**src/rtl/midi_pkg.sv**
```systemverilog
// Shared MIDI definitions: byte-class boundaries, parser state encoding and
// the status-byte to data-byte-count lookup, which the router also uses.
package midi_pkg;

    localparam logic [7:0] STATUS_MIN  = 8'h80;
    localparam logic [7:0] RT_MIN      = 8'hF8;
    localparam logic [7:0] SYSEX_START = 8'hF0;
    localparam logic [7:0] SYSEX_END   = 8'hF7;
    localparam logic [7:0] TUNE_REQ    = 8'hF6;

    typedef enum logic [1:0] {
        IDLE,
        WAIT_D1,
        WAIT_D2,
        SYSEX
    } state_t;

    // Number of data bytes that follow a status byte (0 for F0, F4..F7).
    function automatic logic [1:0] data_count(input logic [7:0] status);
        logic [1:0] cnt;
        cnt = 2'd0;
        case (status[7:4])
            4'h8, 4'h9, 4'hA, 4'hB, 4'hE: cnt = 2'd2;
            4'hC, 4'hD:                   cnt = 2'd1;
            4'hF: begin
                case (status[3:0])
                    4'h1, 4'h3: cnt = 2'd1;
                    4'h2:       cnt = 2'd2;
                    default:    cnt = 2'd0;
                endcase
            end
            default: cnt = 2'd0;
        endcase
        return cnt;
    endfunction

endpackage

```
**src/rtl/midi_msg_parser_if.sv**
```systemverilog
// Byte-stream input and assembled-message outputs of one MIDI parser.
//   rxdv/rxdata            : received byte strobe and byte
//   msg_*                  : complete message (pulse + held fields)
//   rt_valid/rt_byte       : real-time byte pulse
//   sysex_active           : inside a SysEx frame
//   err_pulse/err_count    : protocol error pulse and saturating count
// slave = the parser, master = the byte source / message consumer.
interface midi_msg_parser_if #(
    parameter int unsigned ERR_CNT_W = 8
);
    logic                 rxdv;
    logic [7:0]           rxdata;
    logic                 msg_valid;
    logic [7:0]           msg_status;
    logic [6:0]           msg_data1;
    logic [6:0]           msg_data2;
    logic [1:0]           msg_len;
    logic                 rt_valid;
    logic [7:0]           rt_byte;
    logic                 sysex_active;
    logic                 err_pulse;
    logic [ERR_CNT_W-1:0] err_count;

    modport slave (
        input  rxdv, rxdata,
        output msg_valid, msg_status, msg_data1, msg_data2, msg_len,
        output rt_valid, rt_byte, sysex_active, err_pulse, err_count
    );

    modport master (
        output rxdv, rxdata,
        input  msg_valid, msg_status, msg_data1, msg_data2, msg_len,
        input  rt_valid, rt_byte, sysex_active, err_pulse, err_count
    );
endinterface

```
**src/rtl/midi_msg_parser.sv**
```systemverilog
// MIDI message parser for one port: assembles channel voice, system common
// and real-time messages from the received byte stream, with running status,
// SysEx framing and protocol-error counting.
// Ports:
//   clk  : system clock
//   rst  : asynchronous active-low reset
//   bus  : midi_msg_parser_if slave (byte input, message/status outputs)
module midi_msg_parser
    import midi_pkg::*;
#(
    parameter int unsigned ERR_CNT_W      = 8,
    parameter bit          RUNNING_STATUS = 1'b1
) (
    input  logic               clk,
    input  logic               rst,
    midi_msg_parser_if.slave   bus
);

    localparam logic [ERR_CNT_W-1:0] ERR_ONE = {{(ERR_CNT_W-1){1'b0}}, 1'b1};

    state_t               state;
    logic [7:0]           cur_status;
    logic [7:0]           run_status;
    logic                 run_valid;
    logic [6:0]           d1_q;
    logic [ERR_CNT_W-1:0] err_cnt;

    logic       is_rt;
    logic       is_data;
    logic       rs_ok;
    logic       err_now;
    logic [6:0] data7;

    assign bus.err_count = err_cnt;

    always_comb begin
        is_rt   = bus.rxdata >= RT_MIN;
        is_data = bus.rxdata < STATUS_MIN;
        rs_ok   = RUNNING_STATUS && run_valid;
        data7   = bus.rxdata[6:0];
        err_now = 1'b0;
        if (bus.rxdv && !is_rt) begin
            if (is_data) begin
                err_now = (state == IDLE) && !rs_ok;
            end else if (!(state == SYSEX && bus.rxdata == SYSEX_END)) begin
                // Any status outside IDLE truncates a message or aborts SysEx;
                // a stray F7 is an error on its own.
                err_now = (state != IDLE) || (bus.rxdata == SYSEX_END);
            end
        end
    end

    always_ff @(posedge clk or negedge rst) begin
        if (!rst) begin
            state            <= IDLE;
            cur_status       <= '0;
            run_status       <= '0;
            run_valid        <= 1'b0;
            d1_q             <= '0;
            err_cnt          <= '0;
            bus.msg_valid    <= 1'b0;
            bus.msg_status   <= '0;
            bus.msg_data1    <= '0;
            bus.msg_data2    <= '0;
            bus.msg_len      <= '0;
            bus.rt_valid     <= 1'b0;
            bus.rt_byte      <= '0;
            bus.sysex_active <= 1'b0;
            bus.err_pulse    <= 1'b0;
        end else begin
            bus.msg_valid <= 1'b0;
            bus.rt_valid  <= 1'b0;
            bus.err_pulse <= err_now;
            if (err_now && err_cnt != '1) begin
                err_cnt <= err_cnt + ERR_ONE;
            end

            if (bus.rxdv) begin
                if (is_rt) begin
                    bus.rt_valid <= 1'b1;
                    bus.rt_byte  <= bus.rxdata;
                end else if (is_data) begin
                    unique case (state)
                        IDLE: begin
                            // Running status: this byte is D1 of a new message.
                            if (rs_ok) begin
                                cur_status <= run_status;
                                if (data_count(run_status) == 2'd1) begin
                                    bus.msg_valid  <= 1'b1;
                                    bus.msg_status <= run_status;
                                    bus.msg_data1  <= data7;
                                    bus.msg_data2  <= '0;
                                    bus.msg_len    <= 2'd2;
                                end else begin
                                    d1_q  <= data7;
                                    state <= WAIT_D2;
                                end
                            end
                        end
                        WAIT_D1: begin
                            if (data_count(cur_status) == 2'd1) begin
                                bus.msg_valid  <= 1'b1;
                                bus.msg_status <= cur_status;
                                bus.msg_data1  <= data7;
                                bus.msg_data2  <= '0;
                                bus.msg_len    <= 2'd2;
                                state          <= IDLE;
                            end else begin
                                d1_q  <= data7;
                                state <= WAIT_D2;
                            end
                        end
                        WAIT_D2: begin
                            bus.msg_valid  <= 1'b1;
                            bus.msg_status <= cur_status;
                            bus.msg_data1  <= d1_q;
                            bus.msg_data2  <= data7;
                            bus.msg_len    <= 2'd3;
                            state          <= IDLE;
                        end
                        SYSEX: begin
                        end
                    endcase
                end else if (state == SYSEX && bus.rxdata == SYSEX_END) begin
                    bus.sysex_active <= 1'b0;
                    bus.msg_valid    <= 1'b1;
                    bus.msg_status   <= SYSEX_END;
                    bus.msg_data1    <= '0;
                    bus.msg_data2    <= '0;
                    bus.msg_len      <= 2'd1;
                    state            <= IDLE;
                end else begin
                    // Every state handles a new status identically once the
                    // partial message / SysEx frame has been dropped.
                    bus.sysex_active <= 1'b0;
                    state            <= IDLE;
                    if (bus.rxdata == SYSEX_START) begin
                        run_valid        <= 1'b0;
                        bus.sysex_active <= 1'b1;
                        state            <= SYSEX;
                    end else if (bus.rxdata == TUNE_REQ) begin
                        run_valid      <= 1'b0;
                        bus.msg_valid  <= 1'b1;
                        bus.msg_status <= TUNE_REQ;
                        bus.msg_data1  <= '0;
                        bus.msg_data2  <= '0;
                        bus.msg_len    <= 2'd1;
                    end else if (bus.rxdata == SYSEX_END) begin
                        // Stray F7: flagged by err_now, otherwise ignored.
                    end else if (data_count(bus.rxdata) == 2'd0) begin
                        run_valid <= 1'b0;
                    end else begin
                        cur_status <= bus.rxdata;
                        state      <= WAIT_D1;
                        if (bus.rxdata < SYSEX_START) begin
                            run_status <= bus.rxdata;
                            run_valid  <= 1'b1;
                        end else begin
                            run_valid <= 1'b0;
                        end
                    end
                end
            end
        end
    end

endmodule

```
**src/flat_wrapper.sv**
```systemverilog
// flat-port wrapper written by rule: the top's interface ports become plain ports
module midi_msg_parser_flat import midi_pkg::*;
#(
    parameter int unsigned ERR_CNT_W      = 8,
    parameter bit          RUNNING_STATUS = 1'b1
)
  (clk, rst, bus_rxdv, bus_rxdata, bus_msg_valid, bus_msg_status, bus_msg_data1, bus_msg_data2, bus_msg_len, bus_rt_valid, bus_rt_byte, bus_sysex_active, bus_err_pulse, bus_err_count);
  midi_msg_parser_if #(.ERR_CNT_W(ERR_CNT_W)) bus_i ();
  input  logic clk;
  input  logic rst;
  input wire logic [$bits(bus_i.rxdv)-1:0] bus_rxdv;
  input wire logic [$bits(bus_i.rxdata)-1:0] bus_rxdata;
  output wire logic [$bits(bus_i.msg_valid)-1:0] bus_msg_valid;
  output wire logic [$bits(bus_i.msg_status)-1:0] bus_msg_status;
  output wire logic [$bits(bus_i.msg_data1)-1:0] bus_msg_data1;
  output wire logic [$bits(bus_i.msg_data2)-1:0] bus_msg_data2;
  output wire logic [$bits(bus_i.msg_len)-1:0] bus_msg_len;
  output wire logic [$bits(bus_i.rt_valid)-1:0] bus_rt_valid;
  output wire logic [$bits(bus_i.rt_byte)-1:0] bus_rt_byte;
  output wire logic [$bits(bus_i.sysex_active)-1:0] bus_sysex_active;
  output wire logic [$bits(bus_i.err_pulse)-1:0] bus_err_pulse;
  output wire logic [$bits(bus_i.err_count)-1:0] bus_err_count;
  assign bus_i.rxdv = bus_rxdv;
  assign bus_i.rxdata = bus_rxdata;
  assign bus_msg_valid = bus_i.msg_valid;
  assign bus_msg_status = bus_i.msg_status;
  assign bus_msg_data1 = bus_i.msg_data1;
  assign bus_msg_data2 = bus_i.msg_data2;
  assign bus_msg_len = bus_i.msg_len;
  assign bus_rt_valid = bus_i.rt_valid;
  assign bus_rt_byte = bus_i.rt_byte;
  assign bus_sysex_active = bus_i.sysex_active;
  assign bus_err_pulse = bus_i.err_pulse;
  assign bus_err_count = bus_i.err_count;
  midi_msg_parser #(.ERR_CNT_W(ERR_CNT_W), .RUNNING_STATUS(RUNNING_STATUS)) u_core (.clk(clk), .rst(rst), .bus(bus_i));
endmodule
```
**config.mk**
```make
export PLATFORM = sky130hd
export DESIGN_NAME = midi_msg_parser_flat
export DESIGN_NICKNAME = d
export VERILOG_FILES = /design/src/rtl/midi_pkg.sv /design/src/rtl/midi_msg_parser_if.sv /design/src/rtl/midi_msg_parser.sv /design/src/flat_wrapper.sv
export SDC_FILE = /design/constraint.sdc
export NUM_CORES = 1
export LEC_CHECK = 0
export ABC_AREA = 1
export CORE_ASPECT_RATIO = 1.25
export CORE_MARGIN = 2
export CORE_UTILIZATION = 55
export CTS_BUF_LIST = sky130_fd_sc_hd__clkbuf_2 sky130_fd_sc_hd__clkbuf_4 sky130_fd_sc_hd__clkbuf_8
export CTS_CLUSTER_DIAMETER = 100
export DETAILED_ROUTE_END_ITERATION = 16
export HOLD_SLACK_MARGIN = 0.1
export PLACE_DENSITY = 0.85
export SLEW_MARGIN = 0
export SYNTH_ARGS = -nofsm -noshare
export SYNTH_HDL_FRONTEND = slang
export SYNTH_SLANG_ARGS = --single-unit
```
**constraint.sdc**
```tcl
create_clock -name clk -period 3.3 [get_ports clk]
set_input_delay 0.66 -clock clk [delete_from_list [all_inputs] [get_ports clk]]
set_output_delay 0.66 -clock clk [all_outputs]
set_load 0.005 [all_outputs]
```
Word level (Yosys, flattened, before mapping)

Index checks and enable logic that the tools add are counted.

Register bits: 70
Output and inout bits: 44
Logic and storage cells: 209

Add/subtract/negate cells: 1
$lt $le $gt $ge: 3
Equality and inequality tests: 59
Mux-type cells: 95
Bitwise operators: 7
Reduce and logical (&&, ||, !) cells: 29

Operators with widths:

| cell                                                      | number |
|---|---|
| 2-to-1 mux 8 bit                                          | 15 |
| 2-to-1 mux 7 bit                                          | 14 |
| equality test 4 bit (second input constant)               | 24 |
| 2-to-1 mux 2 bit                                          | 31 |
| one-hot mux 7 bit (3 select lines)                        | 2 |
| one-hot mux 2 bit (3 select lines)                        | 5 |
| equality test 4 x 2 -> 1 bit (second input constant)      | 6 |
| equality test 8 bit (second input constant)               | 3 |
| one-hot mux 8 bit (3 select lines)                        | 1 |
| 2-to-1 mux 1 bit                                          | 22 |
| AND reduction 9 bit                                       | 2 |
| < comparator 8 bit (second input constant)                | 2 |
| OR reduction 5 bit                                        | 3 |
| inequality test 2 x 1 -> 1 bit (second input constant)    | 7 |
| one-hot mux 7 bit (2 select lines)                        | 1 |
| equality test 4 x 1 -> 1 bit (second input constant)      | 3 |
| inequality test 3 bit (second input constant)             | 4 |
| one-hot mux 2 bit (2 select lines)                        | 3 |
| OR reduction 2 bit                                        | 6 |
| AND reduction 5 bit                                       | 2 |
| adder 8 x 1 -> 8 bit (second input constant)              | 1 |
| greater-or-equal comparator 8 bit (second input constant) | 1 |
| inequality test 8 bit (second input constant)             | 1 |
| AND reduction 8 bit                                       | 1 |
| other kinds (17)                                          | 34 |

Logic depth before layout (Yosys ltp)

Depth after elaboration: 18
Gate-level depth with buffers: 13

Worst setup path after synthesis

No wires, ideal clock.

Path type: reg2reg
Start point: register u_core.state[0]
End point: register u_core.bus.msg_len[1]
Setup time: 117 ps
Data arrival time: 1720 ps
Required time: 3183 ps
Path slack: 1463 ps
Cell stages (with the launch flop): 14
Period minus slack after synthesis: 1837 ps
Path through: dfrtp_1 > inv_1 > ha_1 > buf_4 > inv_1 > nand3_1 > nand2_1 > nor2_1 > nand2_1 > nor2_4 > nand2_4 > buf_6 > nand2_1 > nand2_1

Word-level cells in the longest chain between the ends: 4

RTL lines:

| element                                                                         | line                     | text |
|---|---|---|
| from (decl)                                                                     | midi_msg_parser.sv:21    | `state_t state;` |
| from (signal assigned)                                                          | midi_msg_parser.sv:55    | `state <= IDLE;` |
| from (signal assigned)                                                          | midi_msg_parser.sv:96    | `state <= WAIT_D2;` |
| from (signal assigned)                                                          | midi_msg_parser.sv:107   | `state <= IDLE;` |
| equality test 2 bit                                                             | midi_msg_parser.sv:124   | `end else if (state == SYSEX && bus.rxdata == SYSEX_END) begin` |
| logical AND 1 bit                                                               | midi_msg_parser.sv:124   |  |
| inequality test 3 x 1 -> 1 bit (no source line) (tied with other cells)         | -                        |  |
| AND reduction 8 bit (no source line) / 2-to-1 mux 2 bit (equally long branches) | -                        |  |
| to (signal assigned)                                                            | midi_msg_parser.sv:118   | `bus.msg_len <= 2'd3;` |
| to (signal assigned)                                                            | midi_msg_parser.sv:130   | `bus.msg_len <= 2'd1;` |
| to (signal assigned)                                                            | midi_msg_parser.sv:147   | `bus.msg_len <= 2'd1;` |
| to (decl)                                                                       | midi_msg_parser_if.sv:26 | `output msg_valid, msg_status, msg_data1, msg_data2, msg_len,` |

Parallel ways exist; a longest one is shown, timed or not.
A chain may end at the register's enable or synchronous reset.

Worst setup path in the final report

Start point: register u_core.state[0]
End point: register u_core.bus.msg_status[2]

Word-level cells in the longest chain between the ends: 4

RTL lines:

| element                                                                         | line                     | text |
|---|---|---|
| equality test 2 bit                                                             | midi_msg_parser.sv:124   |  |
| logical AND 1 bit                                                               | midi_msg_parser.sv:124   |  |
| inequality test 3 x 1 -> 1 bit (no source line) (tied with other cells)         | -                        |  |
| AND reduction 8 bit (no source line) / 2-to-1 mux 8 bit (equally long branches) | -                        |  |
| to (signal assigned)                                                            | midi_msg_parser.sv:90    | `bus.msg_status <= run_status;` |
| to (signal assigned)                                                            | midi_msg_parser.sv:103   | `bus.msg_status <= cur_status;` |
| to (signal assigned)                                                            | midi_msg_parser.sv:115   | `bus.msg_status <= cur_status;` |
| to (decl)                                                                       | midi_msg_parser_if.sv:26 |  |

Parallel ways exist; a longest one is shown, timed or not.

==> results.tsv <==
stage	metric	value	unit
status	outcome	completed	
sta	setup_ws	0.5708	ns
clock_network	cts-resized-gates	0	
clock_network	htreeDepth	3	
sta	slew_headroom	48.83	%
sta	fin_skew	0.009541	ns
flow_run	maxCapViolCount	0	
global_route	grt_pass1_vias	2951	
setup_path	r2r_setup_slack	0.57	ns
clock_network	cts_setup_buffers	0	
sta	timing.fmax	0.3664	GHz
sta	period_needed	2.729	ns
placement	portBuffers	54	
sta	finalHoldViolCount	0	
die	coreArea	6126	um2
clock_network	clk_pin_slew	0.08	ns
die	start_util	56.50	%
setup_path	cp.arrival	2.96	ns
clock_network	clk_latency	0.34	ns
setup_path	timing.rr.start	u_core.state[0]	
pwr	vdd_drop_max	0.4267	mV
synth	syn-num-nets	439	
synth	seq_area_frac_synth	50.61	%
placement	dp_slack	0.3123	ns
clock_network	numCtsBuffers	9	
drt	dr.pass1.iters	5	
synth	yosysTopAreaCellShare	50.61	%
global_route	overflow	0	
setup_path	startpoint_type	register	
clock_network	cts_sinks	70	
die	die_width	74.95	um
synth	postSynthCellCount	423	
setup_path	critPathMaxFanout	25	
drt	drt-initial-drc-count	208	
synth	ys_warn_count	0	
placement	hpwl	5.799	mm
setup_path	cpMostUsedCell	nand2_1	
pwr	power_density	775.2	nW/um2
drt	wl_per_cell	14.56	um
cells_and_area	n_antenna_cell	0	
setup_path	cp_top_family	simple AND/OR/NAND/NOR gates	
drt	drc	0	
pwr	power_leakage	2.086	nW
die	die_area	6947	um2
sta	drv_slew	0	
sta	rsz0062_at_grt	false	
synth	ys_ff_latch	70	
global_route	grt_start_max_net_pins	37	
synth	yosys-top-cells-count	nand2_1 (139), dfrtp_1 (70), nand3_1 (43)	
worst_hold_path	hold_class	input pin to asynchronous set/reset pin	
setup_path	critPathMaxStageDelay	0.51	ns
placement	gp_congestion	0.9160	
cells_and_area	drive_gt1_share	7.708	%
die	ios	55	
setup_path	r2r_cells	11	
synth	synth_area_per_cell	8.182	um2
clock_network	clock_tree.root_cell	clkbuf_8	
drt	viasPerCell	5.481	
setup_path	crit_path_cell_trace	inv_1 > ha_1 > inv_1 > nand3_1 > nand2_1 > nor2_1 > nand2_1 > nor2_4 > nand2_4 > nand2_1 > nand2_1	
synth	synthArstFlopShare	100.0	%
cells_and_area	area_growth	23.50	%
synth	ys_top_cells_by_area	dfrtp_1 (51%), nand2_1 (15%), nand3_1 (6.2%)	
clock_network	tritoncts	yes	
cells_and_area	finalNetCount	491	
sta	fin_crit_sh	82.70	%
setup_path	timing.rr.end	u_core.bus.msg_status[2]	
setup_path	crit_buf_inv	2	
sta	setup_viol	0	
setup_path	end_kind	register	
drt	via_count	3097	
clock_network	clock_path_buffers	2	
synth	synth.most_common_cell	nand2_1	
sta	worst_slew_pin_slew	0.7676	ns
synth	synth_cell_types	29	
synth	ys.flop_type	dfrtp_1	
setup_path	critPathKind	register to register	
synth	yosysTopAreaCell	dfrtp_1	
die	rows	32	
die	fp.dieH	92.69	um
synth	syn-cell-area	3461	um2
global_route	antenna_found_initial	0	
drt	drtAntennaViolNets	0	
setup_path	critical_path_required	3.53	ns
setup_path	critical_path_depth	11	
global_route	grt_pass1_wl	13.92	mm
cells_and_area	finalInstanceArea	4274	um2
setup_path	slowest_stage	ha_1	
drt	postRouteWirelength	8.225	mm
synth	synth_edf_count	0	
global_route	grt_use_total	26.03	%
placement	place_area	4048	um2
clock_network	hold_buffers	0	
sta	fin_tns_setup	0	ns
[placed cells by master, fill, tap and decap left out, types with 2 or more instances in the layout]
cell	synthesis	final
dfrtp_1	70	70
nand2_2	3	3
buf_4	4	3
nand3_2	2	2
bufinv_16	0	2
inv_2	2	2
o21ai_0	23	23
inv_1	25	25
mux2i_1	4	4
or2_2	5	5
nand4_1	13	13
nor2_4	2	2
nand2_4	2	2
o211ai_1	3	3
xor2_1	3	3
a21oi_1	7	7
ha_1	5	5
nand2_1	139	139
a211oi_1	7	7
clkbuf_8	0	10
nor2_1	25	25
nand3_1	43	43
o21ai_1	9	9
nor3_1	9	9
xnor2_1	2	2
clkdlybuf4s50_1	0	53
[worst register-to-register path: cells and delay by family, from the launching register on]
family / cells / cell delay [ns]
and+or+nand+nor: 8 / 1.40
adders and majority gates: 1 / 0.51
buffers and inverters: 2 / 0.33
DFF: 1 / 0.38
[layer usage]
metal  global-route usage [%]  share of wire (%)  wire length [um]  vias up
met2                    41.52                 48              3947      140
met3                    3.591                6.7               552       17
met1                    35.07                 43              3515     1440
met4                    11.16                2.5               209        0
met5                        0                  0                 0        -
li1                         -                  -                 -     1500
[sequential cells by signal (all words and copies together) (netlist names), 2 cells and up]
name	cells
u_core.bus.msg_status	8
u_core.bus.msg_data2	7
u_core.bus.msg_len	2
u_core.bus.msg_data1	7
u_core.bus.rt_byte	8
u_core.d1_q	7
u_core.state	2
u_core.run_status	8
u_core.cur_status	8
u_core.bus.err_count	8
[power breakdown]
part | internal (mW) | total (mW) | switching, mW
Sequential | 1.13 | 1.31 | 0.183
Clock | 0.456 | 0.779 | 0.323
Combinational | 0.566 | 1.23 | 0.660
Total | 2.15 | 3.31 | 1.17
[kinds of logic (layout without fill, tap and decap cells)]
kind of cell    Yosys count  after routing  share of synthesized area, %
mux                       4              4                         1.157
compound gates           51             51                         8.243
buf+inv                  44            101                         5.748
fa+ha+maj                 5              5                         1.808
simple gates            244            244                         31.16
flops                    70             70                         50.61
xor+xnor                  5              5                         1.266
[final cells by class]
class,instances,area (um2)
Fill cell,496,1852
Multi-Input combinational cell,309,1510
Inverter,27,101.3
Tap cell,85,106.4
Clock buffer,11,145.1
Timing Repair Buffer,58,578.1
Sequential cell,70,1752
Clock inverter,5,81.33
[how the worst max path moves through the flow]
stage / from / to / slack (ns)
after global routing: u_core.state[0] / u_core.bus.msg_status[2] / 0.36
after CTS: u_core.state[0] / u_core.bus.msg_status[2] / 0.61
after detailed placement: bus_rxdata[7] / u_core.bus.msg_status[2] / 0.31
after global placement: bus_rxdata[7] / u_core.bus.msg_status[2] / 0.42
final: u_core.state[0] / u_core.bus.msg_status[2] / 0.57
after floorplan: u_core.state[0] / u_core.bus.msg_len[1] / 1.46
[metrics by stage]
step	util (%)	hold slack (ns)	instances	total power, mW
floorplan	-	0.3644	423	2.002
global placement	66.07	0.4512	549	2.490
detailed placement	66.07	0.4553	549	2.539
CTS	69.77	0.4148	565	3.319
global route	69.77	0.4536	565	3.536
finish	69.77	0.3844	565	3.313
(Power assumes the default switching activity.)
